--- src/rtl/parking_pkg.sv ---
`default_nettype none
// ============================================================================
// Module   : parking_pkg
// Purpose  : Shared lane-state encoding, sensor codes and popcount helper
//            for the parking-lot controller.
// Revision : 1.0  initial release
// ============================================================================
package parking_pkg;

    typedef enum logic [2:0] {
        IDLE   = 3'd0,
        A1     = 3'd1,
        B1     = 3'd2,
        AB_IN  = 3'd3,
        AB_OUT = 3'd4,
        B_IN   = 3'd5,
        A_OUT  = 3'd6
    } lane_state_e;

    // Sensor pair codes: {a (outer), b (inner)}, 1 = beam blocked
    localparam logic [1:0] AB_CLEAR = 2'b00;
    localparam logic [1:0] AB_OUTER = 2'b10;
    localparam logic [1:0] AB_INNER = 2'b01;
    localparam logic [1:0] AB_BOTH  = 2'b11;

    localparam int c_MAX_LANES = 8;

    function automatic logic [3:0] popcount8(input logic [7:0] v);
        logic [3:0] n;
        n = '0;
        for (int i = 0; i < 8; i++) begin
            n = n + {3'b000, v[i]};
        end
        return n;
    endfunction

endpackage
`default_nettype wire

--- src/rtl/parking_lot_ctrl_if.sv ---
`default_nettype none
// ============================================================================
// Module   : parking_lot_ctrl_if
// Purpose  : Sensor-side inputs and barrier/display-side status outputs of
//            the parking-lot controller.
// Revision : 1.0  initial release
// ============================================================================
interface parking_lot_ctrl_if #(
    parameter int N_LANES  = 2,
    parameter int CAPACITY = 64
);
    localparam int CW = $clog2(CAPACITY + 1);

    logic [2*N_LANES-1:0] ab;
    logic                 clr_err;
    logic [N_LANES-1:0]   in_pulse;
    logic [N_LANES-1:0]   out_pulse;
    logic [CW-1:0]        count;
    logic                 full;
    logic                 empty;
    logic                 overflow_err;
    logic                 underflow_err;
    logic [N_LANES-1:0]   lane_abort;

    modport master (
        output ab, clr_err,
        input  in_pulse, out_pulse, count, full, empty,
               overflow_err, underflow_err, lane_abort
    );

    modport slave (
        input  ab, clr_err,
        output in_pulse, out_pulse, count, full, empty,
               overflow_err, underflow_err, lane_abort
    );

endinterface
`default_nettype wire

--- src/rtl/parking_lane_fsm.sv ---
`default_nettype none
// ============================================================================
// Module   : parking_lane_fsm
// Purpose  : One gate lane: decodes the outer/inner sensor sequence into
//            entry/exit events. Optional stall timeout under LANE_TIMEOUT_EN.
// Revision : 1.0  initial release
// ============================================================================
module parking_lane_fsm
    import parking_pkg::*;
#(
    parameter int TIMEOUT_CYCLES = 1024
) (
    input  wire logic       clk,
    input  wire logic       reset,
    input  wire logic [1:0] i_ab,
    output logic            o_entry_evt,
    output logic            o_exit_evt,
    output logic            o_in_pulse,
    output logic            o_out_pulse,
    output logic            o_abort
);

    if (TIMEOUT_CYCLES < 1) begin : g_bad_timeout
        $error("TIMEOUT_CYCLES must be at least 1");
    end

    lane_state_e state_q, state_d;
    logic        in_pulse_q, out_pulse_q;
    logic        w_entry, w_exit;

`ifdef LANE_TIMEOUT_EN
    localparam int STW = $clog2(TIMEOUT_CYCLES + 1);
    localparam logic [STW-1:0] c_STALL_LAST = STW'(TIMEOUT_CYCLES - 1);

    logic [STW-1:0] stall_q, stall_d;
    logic [1:0]     ab_prev_q;
    logic           abort_q, abort_d;
`endif

    always_comb begin
        state_d = state_q;
        w_entry = 1'b0;
        w_exit  = 1'b0;
        case (state_q)
            IDLE:   if (i_ab == AB_OUTER) state_d = A1;
                    else if (i_ab == AB_INNER) state_d = B1;
            A1:     if (i_ab == AB_BOTH) state_d = AB_IN;
                    else if (i_ab == AB_CLEAR) state_d = IDLE;
            B1:     if (i_ab == AB_BOTH) state_d = AB_OUT;
                    else if (i_ab == AB_CLEAR) state_d = IDLE;
            AB_IN:  if (i_ab == AB_INNER) state_d = B_IN;
                    else if (i_ab == AB_OUTER) state_d = A1;
            AB_OUT: if (i_ab == AB_OUTER) state_d = A_OUT;
                    else if (i_ab == AB_INNER) state_d = B1;
            B_IN:   if (i_ab == AB_CLEAR) begin
                        state_d = IDLE;
                        w_entry = 1'b1;
                    end else if (i_ab == AB_BOTH) state_d = AB_IN;
            A_OUT:  if (i_ab == AB_CLEAR) begin
                        state_d = IDLE;
                        w_exit  = 1'b1;
                    end else if (i_ab == AB_BOTH) state_d = AB_OUT;
            default: state_d = IDLE;
        endcase

`ifdef LANE_TIMEOUT_EN
        // An unchanged ab never causes a transition, so the abort cannot
        // collide with an entry/exit event.
        abort_d = 1'b0;
        if (state_q == IDLE || i_ab != ab_prev_q) begin
            stall_d = '0;
        end else if (stall_q == c_STALL_LAST) begin
            stall_d = '0;
            state_d = IDLE;
            abort_d = 1'b1;
        end else begin
            stall_d = stall_q + 1'b1;
        end
`endif
    end

    always_ff @(posedge clk or posedge reset) begin
        if (reset) begin
            state_q     <= IDLE;
            in_pulse_q  <= 1'b0;
            out_pulse_q <= 1'b0;
`ifdef LANE_TIMEOUT_EN
            stall_q     <= '0;
            ab_prev_q   <= AB_CLEAR;
            abort_q     <= 1'b0;
`endif
        end else begin
            state_q     <= state_d;
            in_pulse_q  <= w_entry;
            out_pulse_q <= w_exit;
`ifdef LANE_TIMEOUT_EN
            stall_q     <= stall_d;
            ab_prev_q   <= i_ab;
            abort_q     <= abort_d;
`endif
        end
    end

    assign o_entry_evt = w_entry;
    assign o_exit_evt  = w_exit;
    assign o_in_pulse  = in_pulse_q;
    assign o_out_pulse = out_pulse_q;
`ifdef LANE_TIMEOUT_EN
    assign o_abort     = abort_q;
`else
    assign o_abort     = 1'b0;
`endif

endmodule
`default_nettype wire

--- src/rtl/parking_lot_ctrl.sv ---
`default_nettype none
// ============================================================================
// Module   : parking_lot_ctrl
// Purpose  : Multi-lane parking-lot controller: per-lane sequence FSMs feed a
//            saturating occupancy counter with full/empty and sticky errors.
//            Lane stall timeout is enabled by defining LANE_TIMEOUT_EN.
// Revision : 1.0  initial release
// ============================================================================
module parking_lot_ctrl
    import parking_pkg::*;
#(
    parameter int N_LANES        = 2,
    parameter int CAPACITY       = 64,
    parameter int TIMEOUT_CYCLES = 1024
) (
    input  wire logic          clk,
    input  wire logic          reset,
    parking_lot_ctrl_if.slave  bus
);

    localparam int CW = $clog2(CAPACITY + 1);
    localparam int SW = CW + 4;
    localparam logic signed [SW-1:0] c_CAP_S = SW'(CAPACITY);

    if (N_LANES < 1 || N_LANES > c_MAX_LANES) begin : g_bad_lanes
        $error("N_LANES must be in 1..8");
    end

    logic [N_LANES-1:0] w_entry_evt, w_exit_evt;
    logic [N_LANES-1:0] w_in_pulse, w_out_pulse, w_abort;

    for (genvar i = 0; i < N_LANES; i++) begin : g_lane
        parking_lane_fsm #(
            .TIMEOUT_CYCLES (TIMEOUT_CYCLES)
        ) u_lane (
            .clk         (clk),
            .reset       (reset),
            .i_ab        (bus.ab[2*i +: 2]),
            .o_entry_evt (w_entry_evt[i]),
            .o_exit_evt  (w_exit_evt[i]),
            .o_in_pulse  (w_in_pulse[i]),
            .o_out_pulse (w_out_pulse[i]),
            .o_abort     (w_abort[i])
        );
    end

    logic [CW-1:0]        count_q, count_d;
    logic                 full_q, full_d;
    logic                 empty_q, empty_d;
    logic                 overflow_err_q, overflow_err_d;
    logic                 underflow_err_q, underflow_err_d;
    logic [3:0]           w_n_entry, w_n_exit;
    logic signed [SW-1:0] w_next;
    logic                 w_ovf_set, w_unf_set;

    always_comb begin
        w_n_entry = popcount8(8'(w_entry_evt));
        w_n_exit  = popcount8(8'(w_exit_evt));
        // Entries and exits net out first; only the net result saturates.
        w_next    = $signed({4'b0000, count_q})
                  + $signed({{CW{1'b0}}, w_n_entry})
                  - $signed({{CW{1'b0}}, w_n_exit});
        count_d   = w_next[CW-1:0];
        w_ovf_set = 1'b0;
        w_unf_set = 1'b0;
        if (w_next[SW-1]) begin
            count_d   = '0;
            w_unf_set = 1'b1;
        end else if (w_next > c_CAP_S) begin
            count_d   = CW'(CAPACITY);
            w_ovf_set = 1'b1;
        end
        full_d          = (count_d == CW'(CAPACITY));
        empty_d         = (count_d == '0);
        overflow_err_d  = w_ovf_set | (overflow_err_q  & ~bus.clr_err);
        underflow_err_d = w_unf_set | (underflow_err_q & ~bus.clr_err);
    end

    always_ff @(posedge clk or posedge reset) begin
        if (reset) begin
            count_q         <= '0;
            full_q          <= 1'b0;
            empty_q         <= 1'b1;
            overflow_err_q  <= 1'b0;
            underflow_err_q <= 1'b0;
        end else begin
            count_q         <= count_d;
            full_q          <= full_d;
            empty_q         <= empty_d;
            overflow_err_q  <= overflow_err_d;
            underflow_err_q <= underflow_err_d;
        end
    end

    assign bus.in_pulse      = w_in_pulse;
    assign bus.out_pulse     = w_out_pulse;
    assign bus.lane_abort    = w_abort;
    assign bus.count         = count_q;
    assign bus.full          = full_q;
    assign bus.empty         = empty_q;
    assign bus.overflow_err  = overflow_err_q;
    assign bus.underflow_err = underflow_err_q;

endmodule
`default_nettype wire

--- src/flat_wrapper.sv ---
// flat-port wrapper written by rule: the top's interface ports become plain ports
module parking_lot_ctrl_flat import parking_pkg::*;
#(
    parameter int N_LANES        = 2,
    parameter int CAPACITY       = 64,
    parameter int TIMEOUT_CYCLES = 1024
)
  (clk, reset, bus_ab, bus_clr_err, bus_in_pulse, bus_out_pulse, bus_count, bus_full, bus_empty, bus_overflow_err, bus_underflow_err, bus_lane_abort);
  parking_lot_ctrl_if #(.N_LANES(N_LANES), .CAPACITY(CAPACITY)) bus_i ();
  input  wire logic clk;
  input  wire logic reset;
  input wire logic [$bits(bus_i.ab)-1:0] bus_ab;
  input wire logic [$bits(bus_i.clr_err)-1:0] bus_clr_err;
  output wire logic [$bits(bus_i.in_pulse)-1:0] bus_in_pulse;
  output wire logic [$bits(bus_i.out_pulse)-1:0] bus_out_pulse;
  output wire logic [$bits(bus_i.count)-1:0] bus_count;
  output wire logic [$bits(bus_i.full)-1:0] bus_full;
  output wire logic [$bits(bus_i.empty)-1:0] bus_empty;
  output wire logic [$bits(bus_i.overflow_err)-1:0] bus_overflow_err;
  output wire logic [$bits(bus_i.underflow_err)-1:0] bus_underflow_err;
  output wire logic [$bits(bus_i.lane_abort)-1:0] bus_lane_abort;
  assign bus_i.ab = bus_ab;
  assign bus_i.clr_err = bus_clr_err;
  assign bus_in_pulse = bus_i.in_pulse;
  assign bus_out_pulse = bus_i.out_pulse;
  assign bus_count = bus_i.count;
  assign bus_full = bus_i.full;
  assign bus_empty = bus_i.empty;
  assign bus_overflow_err = bus_i.overflow_err;
  assign bus_underflow_err = bus_i.underflow_err;
  assign bus_lane_abort = bus_i.lane_abort;
  parking_lot_ctrl #(.N_LANES(N_LANES), .CAPACITY(CAPACITY), .TIMEOUT_CYCLES(TIMEOUT_CYCLES)) u_core (.clk(clk), .reset(reset), .bus(bus_i));
endmodule
--- config.mk ---
export PLATFORM = sky130hd
export DESIGN_NAME = parking_lot_ctrl_flat
export DESIGN_NICKNAME = d
export VERILOG_FILES = /design/src/rtl/parking_pkg.sv /design/src/rtl/parking_lot_ctrl_if.sv /design/src/rtl/parking_lane_fsm.sv /design/src/rtl/parking_lot_ctrl.sv /design/src/flat_wrapper.sv
export SDC_FILE = /design/constraint.sdc
export NUM_CORES = 1
export LEC_CHECK = 0
export BUFFER_PORTS_ARGS = -buffer_cell sky130_fd_sc_hd__buf_2
export CAP_MARGIN = 20
export CORE_MARGIN = 1.5
export CORE_UTILIZATION = 30
export CTS_CLUSTER_DIAMETER = 50
export DETAILED_ROUTE_END_ITERATION = 10
export GPL_TIMING_DRIVEN = 0
export REMOVE_ABC_BUFFERS = 1
export SLEW_MARGIN = 15
export SYNTH_ARGS = -nofsm -noshare
export SYNTH_HDL_FRONTEND = slang
export SYNTH_SLANG_ARGS = --single-unit
--- constraint.sdc ---
create_clock -name clk -period 3.67 [get_ports clk]
set_clock_uncertainty 0.15 [all_clocks]
set_input_delay 0.5505 -clock clk [delete_from_list [all_inputs] [get_ports clk]]
set_output_delay 0.5505 -clock clk [all_outputs]
set_load 0.1 [all_outputs]
# ---- After elaboration in Yosys (flattened, before gate mapping)
# Cells that the tools add are included.
dict set report op_classes {
  reduce_logical 7
  n_div 0
  addsub 4
  n_eq_ne 25
  magnitude_cmp 1
  muxes 37
  multipliers 0
  shifts 0
  bitwise 5
}
# operator count
set ops {}
lappend ops {{3-bit two-way mux} 24}
lappend ops {{3-bit one-hot mux with 7 select lines} 2}
lappend ops {{3-bit == test, second input constant} 6}
lappend ops {{3-bit != test, second input constant} 6}
lappend ops {{7-bit two-way mux} 2}
lappend ops {{3-bit by 2-bit == test with 1-bit output, second input constant} 4}
lappend ops {{11-bit by 8-bit > comparator with 1-bit output, second input constant} 1}
lappend ops {{11-bit by 5-bit subtractor with 11-bit output} 1}
lappend ops {{1-bit two-way mux} 9}
lappend ops {{7-bit by 4-bit adder with 8-bit output} 1}
lappend ops {{2-bit == test, second input constant} 4}
lappend ops {{7-bit == test, second input constant} 1}
lappend ops {{7-bit logical NOT} 1}
lappend ops {{3-bit by 1-bit == test with 1-bit output, second input constant} 2}
lappend ops {{3-bit logical NOT} 2}
lappend ops {{3-bit AND reduction} 2}
lappend ops {{1-bit by 1-bit adder with 2-bit output} 2}
lappend ops {{2-bit by 1-bit == test with 1-bit output, second input constant} 2}
lappend ops {{2-bit logical NOT} 2}
lappend ops {{1-bit bitwise AND} 2}
lappend ops {{1-bit OR} 2}
lappend ops {{1-bit NOT} 1}
dict set report totals {
  in_bits 7
  latch_bits 0
  mem_bits_rw 0
  output_inout_bits 17
  memories 0
  wordCells 90
  regBits 21
  rom_bits 0
}

# ---- Depth between registers and ports, before layout
dict set report depth {
  depth_word 10
  depth_mapped 15
  ltp_nobuf 14
}

# ---- By module
# From an unflattened synthesis, not the netlist that was laid out.
dict set report hier_totals {
  hier_cells 191
  hier_area_um2 1745.4
}
# mod cells_per_inst seq_area_each_um2 n_inst area_each_um2
set by_module_without_submodules {}
lappend by_module_without_submodules {parking_lot_ctrl 93 276.5 1 892.1}
lappend by_module_without_submodules {parking_lane_fsm 49 125.1 2 426.7}

# ---- Worst setup path after synthesis
# No wires, ideal clock.
dict set report synth_path {
  kind {input to register}
  startpoint {in bus_ab[2]}
  endpoint {reg u_core.overflow_err_q (netlist: u_core.bus.overflow_err)}
  stages 15
  arrival_time_ns 3.726
  path_slack_ns -0.332
  required_time_ns 3.394
  setup_ns 0.126
  n_path_buf 1
  path_cell_list {inv_1 > ha_1 > nand2_1 > nor3b_1 > ha_1 > ha_1 > fa_1 > inv_1 > fa_1 > clkbuf_2 > xor2_1 > xnor2_1 > nand4_1 > a2bb2oi_2 > a221o_1}
}
dict set report synth_between {
  elab_chain_cells 10
  word_cells_on_any_way 12
  classes_between {add/sub (4); order compare (1); mux (5); bitwise (1); reduce/logical (1)}
}
# element line_no
set synth_rtl {}
lappend synth_rtl {{start, declared} flat_wrapper.sv:12} ;# input wire logic [$bits(bus_i.ab)-1:0] bus_ab;
lappend synth_rtl {{2-bit logical NOT *} parking_lane_fsm.sv:55} ;# B_IN: if (i_ab == AB_CLEAR) begin
lappend synth_rtl {{1-bit two-way mux *} parking_lane_fsm.sv:55}
lappend synth_rtl {{1-bit two-way mux *} parking_lane_fsm.sv:44} ;# case (state_q)
lappend synth_rtl {{named net u_core.g_lane[1].u_lane.o_entry_evt} parking_lane_fsm.sv:16} ;# output logic o_entry_evt,
lappend synth_rtl {{1-bit by 1-bit adder with 2-bit output *} parking_pkg.sv:32} ;# n = n + {3'b000, v[i]};
lappend synth_rtl {{7-bit by 4-bit adder with 8-bit output *} parking_lot_ctrl.sv:61} ;# + $signed({{CW{1'b0}}, w_n_entry})
lappend synth_rtl {{11-bit by 5-bit subtractor with 11-bit output *} parking_lot_ctrl.sv:62} ;# - $signed({{CW{1'b0}}, w_n_exit});
lappend synth_rtl {{11-bit by 8-bit > comparator with 1-bit output} parking_lot_ctrl.sv:69} ;# end else if (w_next > c_CAP_S) begin
lappend synth_rtl {{1-bit two-way mux} parking_lot_ctrl.sv:69}
lappend synth_rtl {{1-bit two-way mux *} parking_lot_ctrl.sv:66} ;# if (w_next[SW-1]) begin
lappend synth_rtl {{1-bit OR *} parking_lot_ctrl.sv:75} ;# overflow_err_d = w_ovf_set | (overflow_err_q & ~bus.clr_err);
lappend synth_rtl {{named net u_core.overflow_err_d} parking_lot_ctrl.sv:50} ;# logic overflow_err_q, overflow_err_d;
lappend synth_rtl {{end signal, assigned} parking_lot_ctrl.sv:90} ;# overflow_err_q <= overflow_err_d;
lappend synth_rtl {{end, declared} parking_lot_ctrl.sv:50}
# Mark *: on every way through the listed nets, which the timed path passes. The rest lies on a longest branch.
# A chain may end at the register's enable or synchronous reset.

# ---- Worst setup path in the final report
# Same ends and word-level chain as after synthesis.

==> results.yml <==
clocking:
  clk_pin_slew_worst_paths_ps: 80
  numCtsBuffers: 3
  cts_tree: "done"
  clk_latency_ps: 260
  ctsHtreeMaxLevel: 1
  cts.sinks: 21
  clockRootBuffer: "clkbuf_8"
  clk_path_buf_depth: 2
  hold_buffers: 0
logic_synthesis:
  async_flop_share_pct: 100
  synth_flop_cell: "dfrtp_1"
  synth_area_leaders: "dfrtp_1 (27%), ha_1 (9.4%), o21ai_0 (4.0%), inv_1 (3.2%), a21oi_1 (2.7%)"
  netlist_instances: 208
  synth_edf_count: 0
  yosysSeqAreaShare_pct: 28.3
  synth_top_area_share_pct: 26.9
  syn_area_sq_um: 1860
  ys_ff_latch: 21
  ys.warnings.count: 0
  avgSynthCellArea_sq_um: 8.95
  synth_cell_types: 61
  synth_area_leader_cell: "dfrtp_1"
layout:
  antenna_cells: 0
  drive_gt1_share_pct: 37.7
  design_area_sq_um: 2370
  fin_nets: 260
  area.sequential_sq_um: 529
  fillers: 590
  multiInputGateArea_sq_um: 1320
  syn2layout_area_growth_pct: 27.4
timing:
  worst_pin_slew_ps: 794
  slew_headroom_pct: 47.0
  holdWs_ps: 274
  setup_violations: 2
  hold_viol_final: 0
  rsz0062_at_grt: "yes"
  setup_tns_ps: -36.3
  fin_ws_ps: -35.0
  max_freq_mhz: 270
  drv_slew: 0
  timing.final.crit_share_pct: 101
  period_minus_slack_ps: 3700
placed_design:
  dpl.hpwl_um: 2640
  portBuffers: 21
  dpl-instance-area_sq_um: 1930
  gp_congestion: 0.823
  dp_slack_ps: -833
critical_path:
  crit_fanout: 7
  end_kind: "register"
  worstSetupStartpointType: "primary input"
  required_ps: 3660
  critPathArrivalTime_ps: 3700
  path_class: "in2reg"
pwr:
  power.total_mw: 1.57
  p_clk_share_pct: 9.8
  p_leak_nw: 1.05
  ir_drop_uv: 519
  share_seq_of_total_power_pct: 29.7
  power_switching_mw: 0.822
  p_per_area_nw_per_um2: 661
  power.internal_mw: 0.747
  p_comb_share_pct: 60.5
  swShare_pct: 52.4
flow_run:
  max-cap-violations: 0
die:
  rows: 28
  core_area_sq_um: 5960
  io_pins: 24
  die-area_sq_um: 6690
  fp.dieH_um: 81.8
  die_w_um: 81.8
  start_util_pct: 31.3
global_route:
  overflow: 0
  grt_max_degree: 22
  grt_pass1_wl_um: 6630
  antenna_found_initial: 0
  grt_pass1_vias: 1396
  grtUsageTotal_pct: 12.4
routing:
  first_iter_violations: 30
  firstDrtPassIters: 4
  vias_per_cell: 5.10
  drcViolationCount: 0
  vias: 1586
  wl_um: 4080
  avgRoutedWirePerCell_um: 13.1
  final_antenna_net_count: 0
outcome:
  status: "complete, but fails checks"
  violations: "negative setup slack"
worst_hold_path:
  hold_class: "in2async"
[state kept, by name (all words and copies together), names as in the netlist]
register and cells:
u_core.g_lane.u_lane.o_out_pulse 2, u_core.bus.full 1, u_core.g_lane.u_lane.state_q 6, u_core.bus.empty 1, u_core.bus.underflow_err 1, u_core.g_lane.u_lane.o_in_pulse 2
u_core.bus.count 7, u_core.bus.overflow_err 1
[logic make-up (layout without fill, tap and decap cells)]
logic type	count (synthesis)	count (layout)	share of synthesized area [%]
and+or+nand+nor	69	69	23.2
AOI/OAI and AO/OA	50	50	18.5
buffers and inverters	36	63	10.6
DFF	21	21	28.3
adders and majority gates	16	16	11.6
xor gates and xnor gates	8	8	3.76
muxes	7	7	3.97
other	1	2	0.201
[layout make-up]
class / instances / area share (%)
Sequential cell: 21 / 22.3
Inverter: 16 / 3.06
Clock buffer: 3 / 1.74
Multi-Input combinational cell: 152 / 55.8
Clock inverter: 1 / 0.211
Tap cell: 75 / 3.96
Timing Repair Buffer: 43 / 12.9
[worst paths after layout]
kind | start | endpoint | slack [ps] | cells after the start
setup / recovery | bus_ab[2] | u_core.bus.overflow_err | -30 | 15
setup reg to reg | u_core.g_lane[1].u_lane.state_q[0] | u_core.bus.overflow_err | 10 | 11
hold / removal | reset | u_core.g_lane[0].u_lane.state_q[0] | 270 | 2
min in group clk | bus_clr_err | u_core.bus.underflow_err | 350 | 2
max in group asynchronous | reset | u_core.g_lane[0].u_lane.state_q[2] | 2550 | 2
hold reg to reg | u_core.bus.underflow_err | u_core.bus.underflow_err | 380 | 2
[cell usage after synthesis, types with 2 or more instances]
master and count:
xor2_1 4, dfrtp_1 20, a32oi_1 2, nor4bb_1 2
and3_1 2, or3_1 2, mux2i_1 4, fa_1 2
clkbuf_8 3, a31oi_1 4, buf_4 6, mux2_2 3
nand4_1 3, nor2_1 11, a21oi_1 10, nand2_1 10
or4_1 2, nand3b_1 4, a31o_2 2, nor3_1 10
nor3b_1 3, nand2b_1 4, o21ai_1 2, inv_1 16
xnor2_1 4, clkbuf_1 9, o21ai_0 15, nand3_1 3
ha_1 14
[power by group through the flow]
| stage | combinational (mW) | sequential (mW) | clock (mW) |
|---|---|---|---|
| floorplan | 0.395 | 0.703 | 0 |
| global placement | 0.785 | 0.450 | 0 |
| detailed placement | 0.791 | 0.450 | 0 |
| CTS | 0.900 | 0.451 | 0.158 |
| global route | 1.02 | 0.482 | 0.167 |
| finish | 0.950 | 0.466 | 0.153 |
[stage by stage]
step | cells | util (%)
6_report | 311 | 39.8
2_1_floorplan | 189 | -
5_1_grt | 311 | 39.8
3_3_place_gp | 285 | 32.4
4_1_cts | 308 | 37.9
3_5_place_dp | 285 | 32.4
[worst max-delay path, cell delays in order]
cell and delay, ps:
buf_8 110, inv_6 50, ha_4 140, nand2_4 60, nor3b_4 240, ha_4 250, ha_4 160, fa_2 570
inv_2 50, fa_2 360, xor2_2 180, xnor2_2 220, nand4_1 210, a2bb2oi_4 220, a221o_1 320
[metal layers]
metal  routed length, um  GRT usage [%]  up-vias
li1                    -              -      796
met1                1940           17.9      757
met2                1980           19.6       31
met3                 143           2.89        2
met4                   7          0.678        0
met5                   0              0        -
[timing repair]
item | CTS | global route
pin swaps | 15 | 15
setup buffers | 19 | 3
hold endpoints to repair | 0 | 0
setup endpoints to repair | 10 | 10
gates resized for setup | 34 | 21
[layout by cell type (no fill, tap or decap), types with 5 or more instances in the layout]
cell type  count
a21oi_1        9
buf_2         17
buf_4         22
dfrtp_1       18
ha_1           9
ha_4           5
inv_1         11
nand2_1        8
nor2_1        10
nor3_1        10
o21ai_0       13
No activity file was read; power rests on OpenSTA's default activity.
